--- src/rtl/loop_counter_pkg.sv ---
// Shared types and constants for the two-level loop counter sequencer.
package loop_counter_pkg;

  localparam int DEFAULT_WIDTH = 8;

  typedef enum logic [1:0] {
    IDLE   = 2'd0,
    RUN    = 2'd1,
    FINISH = 2'd2
  } state_t;

endpackage

--- src/rtl/loop_counter_if.sv ---
// Control/status bundle between the loop counter and its upstream controller.
interface loop_counter_if #(
  parameter int WIDTH = loop_counter_pkg::DEFAULT_WIDTH
);
  import loop_counter_pkg::*;

  // Strobes are level-sampled on every rising edge; there is no back-pressure,
  // each high cycle is one request and the FSM decides whether it is honoured.
  logic [WIDTH-1:0] DIN;
  logic             LDINNER;
  logic             LDOUTER;
  logic             START;
  logic             STEP;
  logic [WIDTH-1:0] ICNT;
  logic [WIDTH-1:0] OCNT;
  logic             ITC;
  logic             BUSY;
  logic             DONE;
  state_t           state;

  modport master (
    output DIN, LDINNER, LDOUTER, START, STEP,
    input  ICNT, OCNT, ITC, BUSY, DONE, state
  );

  modport slave (
    input  DIN, LDINNER, LDOUTER, START, STEP,
    output ICNT, OCNT, ITC, BUSY, DONE, state
  );

endinterface

--- src/rtl/m_DNCNT.sv ---
// WIDTH-bit down counter with its own reload register; terminal count at 1,
// a count of 0 stands for 2^WIDTH and wraps to all-ones on decrement.
module m_DNCNT #(
  parameter int WIDTH = 8
) (
  input  logic             clk,
  input  logic             rst,
  input  logic [WIDTH-1:0] din,
  input  logic             load,
  input  logic             load_cnt,
  input  logic             enable,
  input  logic             reload,
  output logic             tc,
  output logic [WIDTH-1:0] count
);

  logic [WIDTH-1:0] rel;
  logic [WIDTH-1:0] reload_val;

  // A load landing on the reload edge must win over the stale register.
  assign reload_val = load ? din : rel;
  assign tc         = (count == WIDTH'(1));

  always_ff @(posedge clk) begin
    if (rst) begin
      rel   <= '0;
      count <= '0;
    end else begin
      if (load) begin
        rel <= din;
      end
      if (load && load_cnt) begin
        count <= din;
      end else if (reload) begin
        count <= reload_val;
      end else if (enable) begin
        count <= count - WIDTH'(1);
      end
    end
  end

endmodule

--- src/rtl/loop_counter.sv ---
// Two-level loop sequencer: inner count steps on STEP, outer count steps on
// inner terminal count, DONE pulses for one cycle after the final step.
module loop_counter
  import loop_counter_pkg::*;
#(
  parameter int WIDTH = DEFAULT_WIDTH
) (
  input  logic           MasterClock,
  input  logic           RESET,
  loop_counter_if.slave  bus
);

  state_t           state;
  logic             busy_q;
  logic             done_q;
  logic             idle;
  logic             itc;
  logic             last_step;
  logic             inner_tc;
  logic             outer_tc;
  logic [WIDTH-1:0] icnt;
  logic [WIDTH-1:0] ocnt;

  assign idle      = (state == IDLE);
  assign itc       = busy_q & bus.STEP & inner_tc & ~RESET;
  assign last_step = itc & outer_tc;

  m_DNCNT #(.WIDTH(WIDTH)) u_inner (
    .clk      (MasterClock),
    .rst      (RESET),
    .din      (bus.DIN),
    .load     (bus.LDINNER),
    .load_cnt (idle),
    .enable   (busy_q & bus.STEP),
    .reload   (itc),
    .tc       (inner_tc),
    .count    (icnt)
  );

  // The outer counter advances once per inner wrap and rearms on the last one.
  m_DNCNT #(.WIDTH(WIDTH)) u_outer (
    .clk      (MasterClock),
    .rst      (RESET),
    .din      (bus.DIN),
    .load     (bus.LDOUTER),
    .load_cnt (idle),
    .enable   (itc),
    .reload   (last_step),
    .tc       (outer_tc),
    .count    (ocnt)
  );

  always_ff @(posedge MasterClock) begin
    if (RESET) begin
      state  <= IDLE;
      busy_q <= 1'b0;
      done_q <= 1'b0;
    end else begin
      case (state)
        IDLE: begin
          done_q <= 1'b0;
          if (bus.START) begin
            state  <= RUN;
            busy_q <= 1'b1;
          end
        end
        RUN: begin
          if (last_step) begin
            state  <= FINISH;
            busy_q <= 1'b0;
            done_q <= 1'b1;
          end
        end
        FINISH: begin
          state  <= IDLE;
          busy_q <= 1'b0;
          done_q <= 1'b0;
        end
        default: begin
          state  <= IDLE;
          busy_q <= 1'b0;
          done_q <= 1'b0;
        end
      endcase
    end
  end

  assign bus.ICNT  = icnt;
  assign bus.OCNT  = ocnt;
  assign bus.ITC   = itc;
  assign bus.BUSY  = busy_q;
  assign bus.DONE  = done_q;
  assign bus.state = state;

endmodule

--- src/flat_wrapper.sv ---
// flat-port wrapper written by rule: the top's interface ports become plain ports
module loop_counter_flat import loop_counter_pkg::*;
#(
  parameter int WIDTH = DEFAULT_WIDTH
)
  (MasterClock, RESET, bus_DIN, bus_LDINNER, bus_LDOUTER, bus_START, bus_STEP, bus_ICNT, bus_OCNT, bus_ITC, bus_BUSY, bus_DONE, bus_state);
  loop_counter_if #(.WIDTH(WIDTH)) bus_i ();
  input  logic MasterClock;
  input  logic RESET;
  input wire logic [$bits(bus_i.DIN)-1:0] bus_DIN;
  input wire logic [$bits(bus_i.LDINNER)-1:0] bus_LDINNER;
  input wire logic [$bits(bus_i.LDOUTER)-1:0] bus_LDOUTER;
  input wire logic [$bits(bus_i.START)-1:0] bus_START;
  input wire logic [$bits(bus_i.STEP)-1:0] bus_STEP;
  output wire logic [$bits(bus_i.ICNT)-1:0] bus_ICNT;
  output wire logic [$bits(bus_i.OCNT)-1:0] bus_OCNT;
  output wire logic [$bits(bus_i.ITC)-1:0] bus_ITC;
  output wire logic [$bits(bus_i.BUSY)-1:0] bus_BUSY;
  output wire logic [$bits(bus_i.DONE)-1:0] bus_DONE;
  output wire logic [$bits(bus_i.state)-1:0] bus_state;
  assign bus_i.DIN = bus_DIN;
  assign bus_i.LDINNER = bus_LDINNER;
  assign bus_i.LDOUTER = bus_LDOUTER;
  assign bus_i.START = bus_START;
  assign bus_i.STEP = bus_STEP;
  assign bus_ICNT = bus_i.ICNT;
  assign bus_OCNT = bus_i.OCNT;
  assign bus_ITC = bus_i.ITC;
  assign bus_BUSY = bus_i.BUSY;
  assign bus_DONE = bus_i.DONE;
  assign bus_state = bus_i.state;
  loop_counter #(.WIDTH(WIDTH)) u_core (.MasterClock(MasterClock), .RESET(RESET), .bus(bus_i));
endmodule
--- config.mk ---
export PLATFORM = sky130hd
export DESIGN_NAME = loop_counter_flat
export DESIGN_NICKNAME = d
export VERILOG_FILES = /design/src/rtl/loop_counter_pkg.sv /design/src/rtl/loop_counter_if.sv /design/src/rtl/m_DNCNT.sv /design/src/rtl/loop_counter.sv /design/src/flat_wrapper.sv
export SDC_FILE = /design/constraint.sdc
export NUM_CORES = 1
export LEC_CHECK = 0
export CELL_PAD_IN_SITES_DETAIL_PLACEMENT = 0
export CELL_PAD_IN_SITES_GLOBAL_PLACEMENT = 2
export CORE_AREA = 2 2 81 83
export CTS_BUF_LIST = sky130_fd_sc_hd__clkbuf_8
export CTS_CLUSTER_SIZE = 8
export DETAILED_ROUTE_END_ITERATION = 10
export DIE_AREA = 0 0 83 85
export GPL_TIMING_DRIVEN = 0
export PLACE_DENSITY = 0.85
export SLEW_MARGIN = 25
export SYNTH_ARGS = -nofsm -noshare
export SYNTH_HDL_FRONTEND = slang
export SYNTH_SLANG_ARGS = --single-unit
--- constraint.sdc ---
create_clock -name MasterClock -period 2.8 [get_ports MasterClock]
set_input_delay 0.56 -clock MasterClock [delete_from_list [all_inputs] [get_ports MasterClock]]
set_output_delay 0.56 -clock MasterClock [all_outputs]
set_load 0.02 [all_outputs]
# --- Word-level counts from Yosys, hierarchy flattened ---
# Index checks and enable logic that the tools add are counted.
word_totals:
  latchBits: 0
  mem_bits_ro: 0
  memories: 0
  inputBits: 14
  elab_cells: 41
  register_bits: 36
  ram_bits: 0
  output_inout_bits: 21
op_classes:
  div_mod_pow: 0
  n_addsub: 2
  multipliers: 0
  mux: 14
  reduce_logical: 7
  n_bitwise: 6
  eq_ne: 5
  magnitude_cmp: 0
  n_shift: 0
op_table:
  columns: ["operator", "n"]
  rows:
  - ["2-to-1 mux 8 bit", 8]
  - ["== test 8 x 1 -> 1 bit, second input constant", 2]
  - ["subtractor 8 x 1 -> 8 bit, second input constant", 2]
  - ["nonzero test 3 bit", 2]
  - ["AND 1 bit", 4]
  - ["2-to-1 mux 2 bit", 2]
  - ["one-hot mux 2 bit (2 select lines)", 1]
  - ["== test 2 x 1 -> 1 bit, second input constant", 1]
  - ["logical AND 1 bit", 2]
  - ["logical NOT 2 bit", 1]
  - ["2-to-1 mux 1 bit", 2]
  - ["!= test 2 x 1 -> 1 bit, second input constant", 1]
  - ["!= test 2 bit, second input constant", 1]
  - ["inverter 1 bit", 2]
  - ["one-hot mux 1 bit (2 select lines)", 1]
  - ["AND reduction 2 bit", 1]
  - ["OR reduction 2 bit", 1]

# --- Depth between registers and ports, before layout ---
# Gate-level depths: netlist of the first run.
logic_depth:
  ltp_word: 6
  ltp_mapped: 9
  ltp_nobuf: 7

# --- Hierarchy ---
# From an unflattened synthesis of the first run, not the netlist that was laid out.
hier_totals:
  cells_unflattened: 249
  hier_area_um2: 2050.7
modules_own_cells:
  columns: ["module", "area_per_inst_um2", "seq_area_each_um2", "cells_per_inst", "n_inst"]
  rows:
  - ["m_DNCNT", 925.9, 320.3, 115, 2]
  - ["loop_counter", 198.9, 80.1, 19, 1]

# --- Worst setup path before layout of the first run ---
# OpenSTA, ideal clock, no wires.
synth_timing:
  kind: "reg2out"
  startpoint: "register u_core.u_inner.count[0]"
  endpoint: "output bus_ITC"
  stages_incl_launch_ff: 7
  arrival_time_ns: 1.900
  n_path_buf: 2
  setup_slack_ns: 0.340
  t_required_ns: 2.240
  path_cell_list: "dfxtp_1 ha_1 or4b_1 or4_1 buf_2 clkinv_4 buf_6"
synth_between:
  elab_chain_cells: 3
synth_lines:
  columns: ["item", "line", "source"]
  rows:
  - ["start, declared", "m_DNCNT.sv:14", "output logic [WIDTH-1:0] count"]
  - ["start signal, assigned", "m_DNCNT.sv:33", "count <= din;"]
  - ["start signal, assigned", "m_DNCNT.sv:35", "count <= reload_val;"]
  - ["start signal, assigned", "m_DNCNT.sv:37", "count <= count - WIDTH'(1);"]
  - ["== test 8 x 1 -> 1 bit", "m_DNCNT.sv:22", "assign tc = (count == WIDTH'(1));"]
  - ["AND 1 bit (2 in a row)", "loop_counter.sv:25", "assign itc = busy_q & bus.STEP & inner_tc & ~RESET;"]
  - ["end, declared", "flat_wrapper.sv:17", "output wire logic [$bits(bus_i.ITC)-1:0] bus_ITC;"]
# Every way passes these cells.

# --- Worst setup path after layout of the first run ---
layout_timing:
  startpoint: "register u_core.u_inner.count[1]"
  endpoint: "output bus_ITC"
# Same word-level chain as after synthesis.

==> results of run 1 <==
==> cell usage in the layout (no fill, tap or decap), drive strengths merged, types with 6 or more instances in the layout <==
cell,netlist,layout
mux2,10,10
nor2,23,23
nor3,7,7
clkbuf,12,18
o22ai,10,10
a21oi,7,7
dfxtp,36,36
clkdlybuf4s50,0,30
inv,7,9
and3,8,8
mux2i,15,15
or3,6,6
nand2,7,7
==> worst max-delay path by stage <==
| stage | from | endpoint | slack, ps | cells after the start |
|---|---|---|---|---|
| after floorplan | u_core.u_inner.count[0]$_SDFFE_PP0P_ | bus_ITC | 340 | 6 |
| after global placement | bus_STEP | bus_ITC | -550 | 7 |
| after detailed placement | bus_STEP | bus_ITC | -540 | 7 |
| after CTS | u_core.u_inner.count[1]$_SDFFE_PP0P_ | bus_ITC | 60 | 7 |
| after global routing | u_core.u_inner.count[1]$_SDFFE_PP0P_ | bus_ITC | 10 | 7 |
| final | u_core.u_inner.count[1]$_SDFFE_PP0P_ | bus_ITC | 130 | 7 |
==> layout make-up <==
type,instances,area share (%)
multi-input cells,159,45.7
flip-flops and latches,36,29.4
repair buffers,31,12.5
well taps,77,3.90
clock buffers,6,3.34
plain buffers,16,3.19
inverters,8,1.72
clock inverters,2,0.304
==> registers in the layout, summed over array words and instances, names as in the netlist <==
| signal | count |
|---|---|
| u_core.bus.DONE | 1 |
| u_core.u_inner.rel | 8 |
| u_core.bus.state | 2 |
| u_core.u_outer.count | 8 |
| u_core.u_outer.rel | 8 |
| u_core.u_inner.count | 8 |
| u_core.bus.BUSY | 1 |
==> routing by layer <==
| layer | up-vias | part of all wire, % |
|---|---|---|
| met2 | 41 | 44 |
| met5 | - | 0 |
| li1 | 888 | - |
| met3 | 10 | 3.6 |
| met4 | 0 | 1.3 |
| met1 | 867 | 51 |
==> cells by family (layout without fill, tap and decap cells) <==
| group | Yosys count | in the layout |
|---|---|---|
| xor gates and xnor gates | 5 | 5 |
| AOI/OAI and AO/OA | 53 | 53 |
| DFF | 36 | 36 |
| and+or+nand+nor | 72 | 72 |
| adders and majority gates | 4 | 4 |
| muxes | 25 | 25 |
| buffers and inverters | 25 | 63 |
==> through the flow <==
stage	instance area [um2]	setup WS, ps	util, %
global route	2470	14.6	39.8
global placement	2380	-551	38.3
floorplan	1970	340	-
CTS	2460	64.4	39.7
finish	2470	126	39.8
detailed placement	2380	-539	38.3
==> synthesized netlist by cell type, types with 2 or more instances <==
cell / number
dfxtp_1: 36
o31ai_1: 2
a21oi_1: 7
clkbuf_1: 12
inv_1: 7
buf_6: 3
or3_1: 5
xnor2_1: 5
nor4_1: 2
nand2_1: 7
mux2i_1: 15
nand3_1: 2
a31oi_1: 3
a211oi_1: 4
a2bb2oi_1: 3
nor3_1: 7
and3_1: 8
ha_1: 4
a22oi_1: 4
o22ai_1: 10
or3b_2: 2
nor3b_1: 5
mux2_4: 2
nor2_1: 23
o32ai_1: 2
o21a_1: 2
o21ai_0: 5
mux2_2: 8
or4_1: 2
nor2b_1: 3
==> report_power, final <==
group | switching (mW) | leakage, nW | internal, mW
Combinational | 0.162 | 0.627 | 0.162
Clock | 0.189 | 0.0538 | 0.193
Sequential | 0.0321 | 0.298 | 0.546
Total | 0.383 | 0.978 | 0.901
==> worst reg2reg max path, delay by kind of cell (launching register included) <==
family	cells	cell delay, ps
AOI/OAI and AO/OA	1	320
adders and majority gates	1	150
buffers and inverters	3	360
DFF	1	360
and+or+nand+nor	3	970
==> summary.md, run 1 <==
| Metric | Value |
|---|---|
| Routed WL per cell | `16.1 um` |
| Startpoint Class | `register` |
| Largest family of logic cells by synthesized area | `simple AND/OR/NAND/NOR gates` |
| Clk_skew | `5.95 ps` |
| Routed vias | `1,806` |
| DP Wirelength | `3.84 mm` |
| Post-synthesis async set-or-reset flop share | `0%` |
| Post-synth EDFFs | `0` |
| Max-slew violation count | `0` |
| GRT Total Usage | `16.0%` |
| Worst Hold Depth | `2` |
| FF/Latch Area | `726 um2` |
| Post-CTS setup repair buffer count | `0` |
| Core area | `6200 um2` |
| Initial antenna violation count | `0` |
| Final setup vio count | `0` |
| Most used routing layer | `met2` |
| TNS Setup | `0 ps` |
| Layout cells sized above 1 | `10.5%` |
| Crit path top cell by count | `buf_4` |
| H-tree levels | `2` |
| Post-Route WL | `5.39 mm` |
| Vias in the first global route | `1,754` |
| Critical path data required time | `2240 ps` |
| Yosys top cell by area | `dfxtp_1` |
| Critical path endpoint category | `primary output` |
| Post-synthesis compound-gate area fraction | `18.7%` |
| Worst-path clk slew | `70 ps` |
| Deepest clock path buffer count | `2` |
| Max cap viols | `0` |
| Die area | `7060 um2` |
| Hold EP | `u_core.u_outer.rel[5]$_SDFF_PP0_` |
| Hold-fix buffers, CTS | `0` |
| Post-synth cell types | `50` |
| Worst R2R Setup Slack | `550 ps` |
| Met2 GRT Util | `25.4%` |
| Pre-antenna DRT Iters | `4` |
| Post-synthesis xor/xnor area fraction | `2.22%` |
| Hold WS | `487 ps` |
| Post-synthesis sequential area ratio | `36.6%` |
| Layout net count | `275` |
| Input/output buffers | `31` |
| HP Class | `register to register` |
| Final Non-Filler Cells | `335` |
| VDD IR-drop max | `0.000298 V` |
| Worst skew pair latency | `290 ps` |
| DRT antenna net count | `0` |
| Fillers | `643` |
| Mapped Area | `1970 um2` |
| Placed cells | `328` |
| Count of final hold-check violations | `0` |
| Worst hold path startpoint | `u_core.u_outer.rel[5]$_SDFF_PP0_` |
| DRT iter0 DRCs | `82` |
| Post-cts sizing count | `10` |
| Leak | `0.978 nW` |
| ANT cells | `0` |
| Cells on worst reg2reg path | `8` |
| Met3 usage | `3.21%` |
| Crit path DAT | `2110 ps` |
| Die H | `85 um` |
| Via density | `5.39` |
| Synth Area in Simple Gates | `20.0%` |
| Final min period | `2670 ps` |
| Die Width | `83 um` |
| Sink Count | `36` |
| Rows | `29` |
| Clk Tree Root Cell | `clkbuf_8` |
| PnR Total Power | `1.28 mW` |
| Top cell type's share of synthesized area | `36.6%` |
| Mapped Cells | `220` |
| CTS tree | `done` |
| GPL Wtd Cong | `0.777` |
| CP max stage delay | `410 ps` |
| Buffers and inverters on the worst path | `4` |
| Initial Util | `31.8%` |
| Status | `completed` |
| Adder-cell share of the synthesized area | `2.54%` |
| Final worst-path cycle share | `95.5%` |
| Slew @ Worst Pin | `884 ps` |
| RR Startpoint | `u_core.u_inner.count[1]$_SDFFE_PP0P_` |
| Pwr/cell area | `520 nW/um2` |
| Mapped Avg Cell Area | `8.96 um2` |
| Syn-to-layout area delta | `25.4%` |
| Top FF cell, synth | `dfxtp_1` |
| Synth area leaders | `dfxtp_1 37%, mux2i_1 7.6%, mux2_2 4.6%` |
| Crit path cell chain | `inv_1 > ha_1 > or4b_1 > or4_1 > buf_4 > clkinv_8 > buf_4` |
| Crit Path Category | `register to primary output` |
| Drt drc | `0` |
| Met1 Use GR | `22.4%` |
| Rel. slew slack | `41.0%` |
| Largest net degree at the start of global routing | `16` |
| Post-synthesis mux area share | `13.7%` |
| Slowest cell on crit path | `or4b_1` |
| YS warnings | `0` |
| CP delay by family, top | `simple AND/OR/NAND/NOR gates` |
| Total I/O pin count | `35` |
| Synth Net Count | `238` |
| First-pass GRT wire length | `9.09 mm` |
| #FFs+latches synth | `36` |
| R2R Path End | `u_core.u_outer.count[6]$_SDFFE_PP0P_` |
| CTS Buf Count | `5` |
| CP max FO | `15` |
| Gr ovfl total | `0` |
| Multi-input logic area | `1130 um2` |
| RSZ-0062 raised after global routing | `false` |
| Max frequency | `374 MHz` |
Note: power is estimated with default switching activity, not from simulation.
==> run 2: changes to the inputs <==
--- a/config.mk
+++ b/config.mk
@@ -7,11 +7,11 @@
 export LEC_CHECK = 0
 export CELL_PAD_IN_SITES_DETAIL_PLACEMENT = 0
 export CELL_PAD_IN_SITES_GLOBAL_PLACEMENT = 2
-export CORE_AREA = 2 2 81 83
+export CORE_AREA = 10 10 89 91
 export CTS_BUF_LIST = sky130_fd_sc_hd__clkbuf_8
 export CTS_CLUSTER_SIZE = 8
 export DETAILED_ROUTE_END_ITERATION = 10
-export DIE_AREA = 0 0 83 85
+export DIE_AREA = 0 0 99 101
 export GPL_TIMING_DRIVEN = 0
 export PLACE_DENSITY = 0.85
 export SLEW_MARGIN = 25
==> run 2 against run 1 <==
Register-to-register slack got worse by 40 ps. Sequential share of layout area about the same. Non-clock buffer count unchanged. Largest cell class unchanged. Highest routed layer unchanged.
==> summary.md, run 2 (same netlist as run 1, synthesis figures left out) <==
| Metric | Value |
|---|---|
| Post-Route WL | `5.70 mm (was 5.39 mm)` |
| Routed WL per cell | `17.0 um (was 16.1 um)` |
| Clock Power Share | `29.8% (about the same)` |
| Layout net count | `275 (unchanged)` |
| Sink Count | `36 (unchanged)` |
| Deepest clock path buffer count | `2 (unchanged)` |
| Worst R2R Setup Slack | `510 ps (was 550 ps)` |
| Initial Util | `31.8% (unchanged)` |
| Die Width | `99 um (was 83 um)` |
| Seq pwr share | `45.0% (was 45.1%)` |
| Final setup margin | `67.5 ps (was 126 ps)` |
| Worst hold path startpoint | `u_core.u_outer.rel[5]$_SDFF_PP0_ (unchanged)` |
| Switching Fraction | `29.9% (was 29.8%)` |
| CP max stage delay | `550 ps (was 410 ps)` |
| RSZ-0062 raised after global routing | `false (unchanged)` |
| Clk_skew | `8.86 ps (was 5.95 ps)` |
| Die area | `10000 um2 (was 7060 um2)` |
| Hold EP | `u_core.u_outer.rel[5]$_SDFF_PP0_ (unchanged)` |
| CP delay by family, top | `buffers and inverters (was simple AND/OR/NAND/NOR gates)` |
| Pwr/cell area | `520 nW/um2 (about the same)` |
| Critical path data required time | `2240 ps (about the same)` |
| Initial antenna violation count | `0 (unchanged)` |
| ANT cells | `0 (unchanged)` |
| VDD IR-drop max | `0.000231 V (was 0.000298 V)` |
| GPL Wtd Cong | `0.784 (was 0.777)` |
| Input/output buffers | `31 (unchanged)` |
| Syn-to-layout area delta | `25.5% (was 25.4%)` |
| Status | `completed (unchanged)` |
| Largest net degree at the start of global routing | `16 (unchanged)` |
| Final min period | `2730 ps (was 2670 ps)` |
| Routed vias | `1,788 (was 1,806)` |
| P_sw | `0.384 mW (was 0.383 mW)` |
| DP Wirelength | `4.20 mm (was 3.84 mm)` |
| DRT iter0 DRCs | `92 (was 82)` |
| Startpoint Class | `input port (was register)` |
| DRT antenna net count | `0 (unchanged)` |
| Count of final hold-check violations | `0 (unchanged)` |
| Rows | `29 (unchanged)` |
| Total I/O pin count | `35 (unchanged)` |
| Most frequent cells in the layout | `34 x dfxtp_1, 30 x clkdlybuf4s50_1, 23 x nor2_1 (unchanged)` |
| Logic pwr share | `25.3% (was 25.2%)` |
| Final setup vio count | `0 (unchanged)` |
| Slew @ Worst Pin | `843 ps (was 884 ps)` |
| Core area | `6200 um2 (unchanged)` |
| Slowest cell on crit path | `or4_1 (was or4b_1)` |
| RR Startpoint | `u_core.u_outer.count[1]$_SDFFE_PP0P_ (was u_core.u_inner.count[1]$_SDFFE_PP0P_)` |
| Crit path DAT | `2170 ps (was 2110 ps)` |
| Most common cell after layout, fill and taps aside | `dfxtp_1 (unchanged)` |
| Max frequency | `366 MHz (was 374 MHz)` |
| GRT Total Usage | `11.4% (was 16.0%)` |
| Drt drc | `0 (unchanged)` |
| Leak | `0.980 nW (was 0.978 nW)` |
| Layout cells sized above 1 | `10.1% (was 10.5%)` |
| Max-slew violation count | `0 (unchanged)` |
| DP Worst Slack | `-543 ps (was -539 ps)` |
| Cells on worst reg2reg path | `7 (was 8)` |
| CTS tree | `done (unchanged)` |
| Via density | `5.34 (was 5.39)` |
| P_int | `0.901 mW (about the same)` |
| Buffers and inverters on the worst path | `4 (unchanged)` |
| Placed cells | `328 (unchanged)` |
| R2R Path End | `u_core.u_outer.count[1]$_SDFFE_PP0P_ (was u_core.u_outer.count[6]$_SDFFE_PP0P_)` |
| Hold-fix buffers, CTS | `0 (unchanged)` |
| Crit Path Category | `input port to primary output (was register to primary output)` |
| Worst-path clk slew | `70 ps (about the same)` |
| Critical path endpoint category | `primary output (unchanged)` |
| HP Class | `register to register (unchanged)` |
| Rel. slew slack | `43.7% (was 41.0%)` |
| H-tree levels | `2 (unchanged)` |
| TNS Setup | `0 ps (unchanged)` |
| First-pass GRT wire length | `9.29 mm (was 9.09 mm)` |
| Worst skew pair latency | `300 ps (was 290 ps)` |
| CTS Buf Count | `5 (unchanged)` |
| Die H | `101 um (was 85 um)` |
| Pre-antenna DRT Iters | `4 (unchanged)` |
| Worst Hold Depth | `2 (unchanged)` |
| Vias in the first global route | `1,760 (was 1,754)` |
| Max cap viols | `0 (unchanged)` |
| Gr ovfl total | `0 (unchanged)` |
| Crit path cell chain | `clkdlybuf4s50_1 > nand2_1 > or4_1 > buf_6 > clkinv_8 > buf_4 (was inv_1 > ha_1 > or4b_1 > or4_1 > buf_4 > clkinv_8 > buf_4)` |
| Final worst-path cycle share | `97.6% (was 95.5%)` |
| Clk Tree Root Cell | `clkbuf_8 (unchanged)` |
| CP max FO | `15 (unchanged)` |
| Final Non-Filler Cells | `335 (unchanged)` |
[run 2: changes by cell type in the layout (fill, tap and decap cells not counted)]
cell and change:
buf_4 -1, buf_6 +1, nand2_1 +1, nand2_2 -1
[run 2: power groups by stage]
stage / Combinational, mW / Clock [mW] / Sequential, mW
finish: 0.325 / 0.383 / 0.578
detailed placement: 0.326 / 0 / 0.590
floorplan: 0.196 / 0 / 0.607
global route: 0.357 / 0.413 / 0.584
global placement: 0.325 / 0 / 0.590
CTS: 0.328 / 0.396 / 0.579
[run 2: metrics by stage]
stage          util (%)  area (um2)  hold WS, ps  power, mW
2_1_floorplan         -        1970          448      0.803
3_3_place_gp       38.3        2380          459      0.914
3_5_place_dp       38.3        2380          470      0.916
4_1_cts            39.7        2460          487       1.30
5_1_grt            39.8        2470          513       1.35
6_report           39.8        2470          482       1.29
[run 2: how the worst max path moves through the flow]
stage	from	to	slack, ps	cells past startpoint
floorplan	u_core.u_inner.count[0]$_SDFFE_PP0P_	bus_ITC	340	6
global placement	bus_STEP	bus_ITC	-560	7
detailed placement	bus_STEP	bus_ITC	-540	7
CTS	u_core.u_inner.count[1]$_SDFFE_PP0P_	bus_ITC	20	7
global route	u_core.u_inner.count[1]$_SDFFE_PP0P_	bus_ITC	10	7
finish	bus_STEP	bus_ITC	70	6
[run 2: cell type report]
| cell class | count | area, um2 |
|---|---|---|
| timing repair buffer | 31 | 308 |
| tap | 77 | 96.3 |
| inverter | 8 | 42.5 |
| multi-input combinational | 159 | 1130 |
| buffer | 16 | 82.6 |
| sequential | 36 | 726 |
| clock buffer | 6 | 82.6 |
| fill | 626 | 3730 |
| clock inverter | 2 | 7.51 |
[run 2: layer usage]
layer | track usage, % | part of all wire, %
met1 | 14.7 | 47
met2 | 17.4 | 44
met3 | 3.02 | 7.0
met4 | 4.74 | 1.9
met5 | 0 | 0
[run 2: timing repair]
item                       in CTS  in global routing
pin swaps                       0                  0
gates resized for setup         9                  3
setup buffers                   0                  0
setup endpoints to repair       1                  1
[run 2: tightest hold or removal path: stages, from the launching register on]
cell and delay (ps):
dfxtp_1 310, mux2i_1 70, nor2_1 70
